### config.mk
export PLATFORM = sky130hd
export DESIGN_NAME = regfile_sb
export DESIGN_NICKNAME = d
export VERILOG_FILES = /design/src/rtl/regfile_pkg.sv /design/src/rtl/regfile_scoreboard.sv /design/src/rtl/regfile_sb.sv
export SDC_FILE = /design/constraint.sdc
export NUM_CORES = 2
export LEC_CHECK = 0
export CAP_MARGIN = 10
export CORE_ASPECT_RATIO = 0.75
export CORE_MARGIN = 8
export CORE_UTILIZATION = 45
export CTS_BUF_LIST = sky130_fd_sc_hd__clkbuf_2
export DETAILED_ROUTE_END_ITERATION = 7
export PLACE_DENSITY = 0.65
export SETUP_SLACK_MARGIN = 0.02
export SYNTH_ARGS = -nofsm -noshare
export SYNTH_HDL_FRONTEND = slang
export SYNTH_SLANG_ARGS = --single-unit
### constraint.sdc
create_clock -name clk -period 71.5 [get_ports clk]
set_input_delay 7.15 -clock clk [delete_from_list [all_inputs] [get_ports clk]]
set_output_delay 7.15 -clock clk [all_outputs]
set_load 0.005 [all_outputs]
### src/rtl/regfile_pkg.sv
// regfile_pkg
// Shared definitions for the scoreboarded register file.
//   DEF_DATA_W / DEF_ADDR_W : default register width and address width
//   NBYTES                  : byte lanes at the default width
//   merge_byte()            : one byte lane of the write merge, used for both
//                             the array write and the bypass forward value
package regfile_pkg;

    localparam int DEF_DATA_W = 32;
    localparam int DEF_ADDR_W = 5;
    localparam int NBYTES     = DEF_DATA_W / 8;

    // Byte lane of the value a register will hold after a write: the new byte
    // where the lane is enabled, the stored byte otherwise. Applied lane by
    // lane so it works for any DATA_W that is a multiple of 8.
    function automatic logic [7:0] merge_byte(
        input logic [7:0] stored,
        input logic [7:0] incoming,
        input logic       en
    );
        return en ? incoming : stored;
    endfunction

endpackage

### src/rtl/regfile_scoreboard.sv
// regfile_scoreboard
// One busy bit per register, marking destinations with an outstanding
// producer. Update priority on each rising edge: flush clears everything,
// then a writeback clears its bit, then an issue sets its bit (so an issue
// to the register being written back leaves it busy).
// Ports:
//   clk, rst              : clock, async active-high reset (clears all bits)
//   we, waddr             : writeback completing to waddr
//   issue_en, issue_addr  : new producer issued for issue_addr
//   flush                 : synchronous clear of all busy bits
//   raddr1/2, busy1/2     : combinational busy lookup for the two read ports
module regfile_scoreboard #(
    parameter int ADDR_W   = 5,
    parameter int BYPASS   = 1,
    parameter int ZERO_REG = 1
) (
    input  logic              clk,
    input  logic              rst,
    input  logic              we,
    input  logic [ADDR_W-1:0] waddr,
    input  logic              issue_en,
    input  logic [ADDR_W-1:0] issue_addr,
    input  logic              flush,
    input  logic [ADDR_W-1:0] raddr1,
    input  logic [ADDR_W-1:0] raddr2,
    output logic              busy1,
    output logic              busy2
);

    localparam int DEPTH = 2 ** ADDR_W;

    logic [DEPTH-1:0] busy;
    logic             set_ok;
    logic             fwd1;
    logic             fwd2;

    // Register 0 is never a real destination when it is hardwired to zero.
    always_comb begin
        set_ok = issue_en && !((ZERO_REG != 0) && (issue_addr == '0));
    end

    always_ff @(posedge clk or posedge rst) begin
        if (rst) begin
            busy <= '0;
        end else if (flush) begin
            busy <= '0;
        end else begin
            if (we) begin
                busy[waddr] <= 1'b0;
            end
            // Later assignment wins: the new producer supersedes the one
            // completing in this cycle.
            if (set_ok) begin
                busy[issue_addr] <= 1'b1;
            end
        end
    end

    // A write to the read address this cycle is forwarded by the data path,
    // so the consumer need not stall on it.
    always_comb begin
        fwd1 = (BYPASS != 0) && we && (raddr1 == waddr);
        fwd2 = (BYPASS != 0) && we && (raddr2 == waddr);
    end

    always_comb begin
        busy1 = busy[raddr1] && !fwd1;
        busy2 = busy[raddr2] && !fwd2;
    end

endmodule

### src/rtl/regfile_sb.sv
// regfile_sb
// Parametrised 2-read / 1-write register file with byte-enable writes,
// optional same-cycle write-to-read bypass, and a per-register busy
// scoreboard for RAW hazard detection.
// Ports:
//   clk, rst                 : clock, async active-high reset (array + busy)
//   we, waddr, wdata, wbe    : byte-enabled write port (also clears busy)
//   raddr1/2, rdata1/2       : combinational read ports
//   busy1/2                  : outstanding-producer flags for raddr1/2
//   issue_en, issue_addr     : mark a destination busy
//   flush                    : clear all busy bits
module regfile_sb
    import regfile_pkg::*;
#(
    parameter int DATA_W   = DEF_DATA_W,
    parameter int ADDR_W   = DEF_ADDR_W,
    parameter int BYPASS   = 1,
    parameter int ZERO_REG = 1
) (
    input  logic                clk,
    input  logic                rst,
    input  logic                we,
    input  logic [ADDR_W-1:0]   waddr,
    input  logic [DATA_W-1:0]   wdata,
    input  logic [DATA_W/8-1:0] wbe,
    input  logic [ADDR_W-1:0]   raddr1,
    input  logic [ADDR_W-1:0]   raddr2,
    output logic [DATA_W-1:0]   rdata1,
    output logic [DATA_W-1:0]   rdata2,
    output logic                busy1,
    output logic                busy2,
    input  logic                issue_en,
    input  logic [ADDR_W-1:0]   issue_addr,
    input  logic                flush
);

    localparam int NB    = DATA_W / 8;
    localparam int DEPTH = 2 ** ADDR_W;

    logic [DATA_W-1:0] mem [DEPTH];
    logic [DATA_W-1:0] wmerge;
    logic              wr_ok;
    logic [ADDR_W-1:0] raddr_p [2];
    logic [DATA_W-1:0] rdata_p [2];

    always_comb begin
        wr_ok = we && !((ZERO_REG != 0) && (waddr == '0));
    end

    // Post-write value of the target register; the same value feeds the
    // array and the bypass path so the two can never disagree.
    for (genvar b = 0; b < NB; b++) begin : g_merge
        assign wmerge[8*b +: 8] = merge_byte(mem[waddr][8*b +: 8], wdata[8*b +: 8], wbe[b]);
    end

    always_ff @(posedge clk or posedge rst) begin
        if (rst) begin
            for (int i = 0; i < DEPTH; i++) begin
                mem[i] <= '0;
            end
        end else if (wr_ok) begin
            mem[waddr] <= wmerge;
        end
    end

    assign raddr_p[0] = raddr1;
    assign raddr_p[1] = raddr2;

    for (genvar p = 0; p < 2; p++) begin : g_rd
        always_comb begin
            rdata_p[p] = mem[raddr_p[p]];
            if ((ZERO_REG != 0) && (raddr_p[p] == '0)) begin
                rdata_p[p] = '0;
            end
            if ((BYPASS != 0) && wr_ok && (raddr_p[p] == waddr)) begin
                rdata_p[p] = wmerge;
            end
            // The array is already cleared during reset, but the bypass path
            // would otherwise still forward wdata.
            if (rst) begin
                rdata_p[p] = '0;
            end
        end
    end

    assign rdata1 = rdata_p[0];
    assign rdata2 = rdata_p[1];

    regfile_scoreboard #(
        .ADDR_W   (ADDR_W),
        .BYPASS   (BYPASS),
        .ZERO_REG (ZERO_REG)
    ) u_sb (
        .clk        (clk),
        .rst        (rst),
        .we         (we),
        .waddr      (waddr),
        .issue_en   (issue_en),
        .issue_addr (issue_addr),
        .flush      (flush),
        .raddr1     (raddr1),
        .raddr2     (raddr2),
        .busy1      (busy1),
        .busy2      (busy2)
    );

endmodule
* Yosys cells after proc, flatten, opt, wreduce, memory -nomap -nowiden *
Cells that the tools add are included.

cells by class
  add/subtract/negate cells = 0
  multiply operators = 0
  divide/modulo/power cells = 0
  $lt $le $gt $ge = 10
  eq/ne operators = 2
  shift operators = 0
  mux-type cells = 34
  bitwise logic cells = 6
  reduce and logical (&&, ||, !) cells = 19

operators with widths
  cell                                                                          number
  1024-bit bitwise mux                                                          1
  32-bit two-way mux                                                            17
  32-bit binary-select mux with 5-bit select                                    3
  32-bit demux with 5-bit select                                                1
  32-bit bitwise AND                                                            1
  8-bit two-way mux                                                             4
  32-bit inverter                                                               1
  32-bit bitwise OR                                                             1
  5-bit by 6-bit less-than comparator with 1-bit output, second input constant  4
  5-bit logical NOT                                                             4
  6-bit >= comparator, second input constant                                    3
  5-bit inverter with 6-bit output                                              3
  1-bit logical AND                                                             11
  1-bit binary-select mux with 5-bit select                                     2
  1-bit demux with 5-bit select                                                 2
  5-bit equality test                                                           2
  5-bit by 1-bit >= comparator with 1-bit output, second input constant         2
  6-bit by 1-bit less-than comparator with 1-bit output, second input constant  1
  1-bit logical NOT                                                             4
  1-bit two-way mux                                                             4

word-level totals
  register bits = 1056
  bits in latches = 0
  memory bits (writable) = 0
  ROM bits = 0
  input bits = 61
  output and inout bits = 66
  word-level logic and storage cells = 104
  memories kept = 0

* Longest topological paths before layout *
  word-level depth = 11
  gate-level depth with buffers = 12
  gate-level depth less buffers = 5

* Hierarchy *
A second synthesis with hierarchy kept.

second synthesis, totals
  cell total of the unflattened synthesis = 5656
  area total of the unflattened synthesis = 63603.5 um^2

modules (own cells, without submodules)
  module              instances  cells each  area each (um^2)  seq. area each (um^2)
  regfile_sb          1          5424        61420.2           25624.6
  regfile_scoreboard  1          232         2183.3            800.8

* Least setup slack after synthesis *
No wires, ideal clock.

  kind = input port to output port
  start = in rst
  end = out rdata1[0]
  arrival = 32159 ps
  data required time = 64350 ps
  slack = 32191 ps
  stages = 6
  path buffers = 1
  cell sequence = inv_1 > o31ai_1 > a41oi_1 > buf_2 > o221ai_1 > o21ai_0

between the ends
  cells in the longest elaborated chain, start to end = 1

RTL lines
  element             line              text
  from (decl)         regfile_sb.sv:21  input logic rst,
  32-bit two-way mux  regfile_sb.sv:80  if (rst) begin
  to (decl)           regfile_sb.sv:28  output logic [DATA_W-1:0] rdata1,

No other way between the ends.

* Final worst setup path *
  start = in waddr[0]
  end = out rdata1[7]

between the ends
  cells in the longest elaborated chain, start to end = 7
  elaborated cells between the ends (all ways) = 12
  those cells by class = 1 x eq/ne; 6 x mux; 1 x bitwise; 4 x reduce/logical

RTL lines
  element                                                 line               text
  from (decl)                                             regfile_sb.sv:23   input logic [ADDR_W-1:0] waddr,
  5-bit inverter with 6-bit output (not written as such)  regfile_sb.sv:53   assign wmerge[8*b +: 8] = merge_byte(mem[waddr][8*b +: 8], wdata[8*b +: 8], wbe[b]);
  32-bit binary-select mux with 5-bit select              regfile_sb.sv:53
  32-bit two-way mux (2 in a row)                         -
  8-bit two-way mux                                       regfile_pkg.sv:21  return en ? incoming : stored;
  32-bit two-way mux *                                    regfile_sb.sv:75   if ((BYPASS != 0) && wr_ok && (raddr_p[p] == waddr)) begin
  32-bit two-way mux *                                    regfile_sb.sv:80

Mark *: on every way between the ends. The rest lies on a longest branch, timed or not. The select of a mux whose other input is x is not followed.

==> flow_metrics.py <==
metrics = {
    "logic_synthesis": {
        "yosysSeqAreaShare_pct": 40.4,
        "muxShareOfSynthArea_pct": 39.1,
        "synth_flop_cell": "dfrtp_1",
        "avgSynthCellArea_um2": 12.7,
        "synth_cell_types": 86,
        "yosysWarnings": 0,
        "async_reset_ff_share_pct": 100,
        "synth_fa_ha_area_share_pct": 0,
        "synth-edff-count": 0,
        "syn_area_um2": 65300,
        "syn_inst": 5156,
        "synth-simple-area-share_pct": 5.24,
        "synth_compound_area_share_pct": 10.3,
        "syn_nets": 5217,
        "synth_top_family_by_area": "multiplexers",
        "synth_xor_xnor_area_share_pct": 0.134,
        "ys_seq_elements": 1056,
    },
    "global_routing": {
        "grt_pass1_vias": 49620,
        "grt_pass1_wl_um": 364000,
        "grt_overflow": 0,
        "grt_max_degree": 170,
        "track_usage_pct": 31.2,
        "antenna_found_initial": 13,
    },
    "critical_path": {
        "cpPeakStageDelay_ps": 1070,
        "crit_required_ps": 64350,
        "r2r-end": "mem[896]",
        "worst_setup_path_start_kind": "input port",
        "worstPathMaxFanout": 107,
        "r2r_start": "mem[768]",
        "reg2reg_slack_ps": 68670,
        "path_buf_inv": 4,
        "slowest_stage": "a41o_1",
        "endpoint_kind": "primary output",
        "worst_path_dominant_cell_family": "buffers and inverters",
        "criticalPathCategory": "in -> out",
        "ff2ff_path_depth": 6,
        "path_cells": "buf_8 -> buf_12 -> buf_4 -> mux4_2 -> a22oi_1 -> a41o_1 -> o32ai_1 -> clkdlybuf4s50_1",
        "cp.arrival_ps": 12150,
    },
    "detailed_routing": {
        "drt_wl_total_um": 254000,
        "drt_iter0_drc": 7066,
        "wl_met3_um": 34400,
        "first_pass_iters": 6,
        "drtAntennaViolNets": 0,
        "via_per_inst": 7.04,
        "dr_wl_met2_um": 106000,
        "top_layer": "met5",
        "detail_route.wl_per_cell_um": 35.0,
        "drc_errors": 0,
        "vias": 50958,
        "wl_met1_um": 95100,
    },
    "clock_tree": {
        "cts_tree": "yes",
        "cts_buffer_depth": 4,
        "ctsResizeCount": 0,
        "cts_root_buffer": "clkbuf_2",
        "cts_buffers": 297,
        "cts.clk_slew.worst_paths_ps": 70,
        "cts.sinks": 1056,
        "holdBufCountCts": 0,
        "insertion_delay_ps": 1730,
        "cts_setup_buffers": 0,
        "htreeDepth": 5,
    },
    "sta": {
        "setup_viol_count_final": 0,
        "fin_crit_ps": 19300,
        "fin_crit_sh_pct": 27.0,
        "worstMarginPinSlew_ps": 1350,
        "maxSlewViolCount": 0,
        "fmax_ghz": 0.0518,
        "tns_ps": 0,
        "worst_slew_margin_rel_pct": 9.94,
        "final-hold-violation-count": 0,
        "worst_slack_ps": 52200,
        "rsz0062_at_grt": "false",
        "clock_skew_ps": 141,
    },
    "floorplan": {
        "row_count": 121,
        "io_pins": 127,
        "core_um2": 145000,
        "fp.dieW_um": 456,
        "die_area_um2": 158000,
        "die_h_um": 346,
        "start_util_pct": 45.2,
    },
    "finish": {
        "register_area_um2": 26400,
        "stdcell_count": 7240,
        "nets": 5202,
        "multi_input_area_um2": 36100,
        "final_cell_mix": "dfrtp_1 (1056), mux2_2 (654), mux4_2 (602)",
        "final_common_cell": "dfrtp_1",
        "syn_to_final_growth_pct": 6.90,
        "nFillCells": 12796,
        "layout-drive-gt1-share_pct": 36.5,
    },
    "outcome": {
        "status": "finished clean",
    },
    "min_path": {
        "holdCritPathClass": "reg -> reg",
        "hold_depth": 0,
        "hold_end": "mem[1013]",
        "hp-start": "mem[1013]",
    },
    "job": {
        "drv_cap": 0,
    },
    "place": {
        "hpwl_um": 147000,
        "place_ws_ps": 52350,
        "numPortBuffers": 126,
        "placed_cells": 6748,
        "routabilityCongestion": 0.915,
    },
    "pwr": {
        "power.leakage_uw": 0.0306,
        "powerDensity_nw_per_um2": 24.6,
        "peakVddDrop_mv": 0.0173,
    },
}
==> worst max path at each step <==
stage	slack, ps	end	startpoint	cells past startpoint
finish	52200	rdata1[7]	waddr[0]	8
CTS	52340	rdata1[17]	waddr[0]	8
global placement	52380	rdata1[7]	waddr[0]	8
global route	52040	rdata1[7]	waddr[0]	8
floorplan	32190	rdata1[0]	rst	6
detailed placement	52350	rdata1[17]	waddr[0]	8
==> logic make-up (layout without fill, tap and decap cells) <==
| group | after synthesis | in the layout |
|---|---|---|
| muxes | 1715 | 1715 |
| DFF | 1056 | 1056 |
| AOI/OAI and AO/OA | 1024 | 1024 |
| and+or+nand+nor | 751 | 751 |
| buffers and inverters | 600 | 762 |
| xor gates and xnor gates | 10 | 10 |
| other | 0 | 16 |
==> flip-flops by register name, summed over array words and instances, names as in the netlist <==
signal,count
mem,1024
u_sb.busy,32
==> metrics by stage <==
| step | hold slack, ps | utilization (%) | power, uW | area [um2] |
|---|---|---|---|---|
| after floorplan | 458 | - | 1150 | 65300 |
| after global routing | 446 | 48.3 | 1790 | 69800 |
| final | 423 | 48.3 | 1720 | 69800 |
| after detailed placement | 407 | 46.6 | 1290 | 67400 |
| after CTS | 424 | 48.3 | 1710 | 69800 |
| after global placement | 402 | 46.6 | 1270 | 67400 |
==> cell usage after synthesis (7+ instances only) <==
cell / count / share of area (%)
a211o_1: 7 / 0.094
a211oi_1: 13 / 0.15
a21o_1: 7 / 0.080
a21oi_1: 84 / 0.64
a221o_1: 8 / 0.12
a221oi_1: 29 / 0.39
a22o_1: 41 / 0.55
a22oi_1: 163 / 1.9
a32oi_2: 16 / 0.40
a41o_1: 7 / 0.11
and2_1: 9 / 0.086
and3_1: 7 / 0.067
buf_1: 40 / 0.23
buf_12: 7 / 0.21
buf_2: 164 / 1.3
buf_4: 21 / 0.24
buf_6: 64 / 1.1
clkbuf_1: 279 / 1.6
dfrtp_1: 1056 / 40
inv_1: 22 / 0.13
mux2_2: 654 / 11
mux2i_1: 459 / 7.0
mux4_2: 602 / 21
nand2_1: 483 / 2.8
nand2b_1: 9 / 0.086
nand3_1: 47 / 0.36
nor2_1: 74 / 0.43
nor2b_1: 34 / 0.33
nor3_1: 15 / 0.11
nor4_1: 9 / 0.086
o21ai_0: 441 / 3.4
o21ai_1: 11 / 0.084
o21bai_1: 11 / 0.13
o221ai_1: 53 / 0.71
o22ai_1: 74 / 0.71
o2bb2ai_1: 11 / 0.15
o32ai_1: 7 / 0.094
or2_2: 12 / 0.11
==> routing by layer <==
metal / vias to the layer above / track usage [%]
met5: - / 0
met4: 4 / 19.3
met3: 1030 / 11.2
met2: 3871 / 43.7
met1: 26002 / 41.3
li1: 20051 / -
==> power breakdown <==
group,switching (uW),internal (uW),leakage [uW],total [uW]
sequential,118,708,0.0139,826
combinational,221,246,0.0148,467
clock,265,159,0.00186,424
==> worst register-to-register path, stage by stage, from the launching register on <==
cell and delay, ps:
dfrtp_1 420, mux4_2 480, a22oi_1 270, a21oi_1 150
o32ai_2 820, buf_4 370, o21ai_0 130
==> area by class of cell <==
type                    instances  share of cell area (%)
repair buffers                263                    3.43
flip-flops and latches       1056                    37.8
well taps                    1906                    3.41
multi-input cells            3500                    51.8
inverters                      23                   0.134
diodes                         16                  0.0573
clock buffers                 409                    2.93
clock inverters                67                   0.444
(Power assumes the default switching activity.)
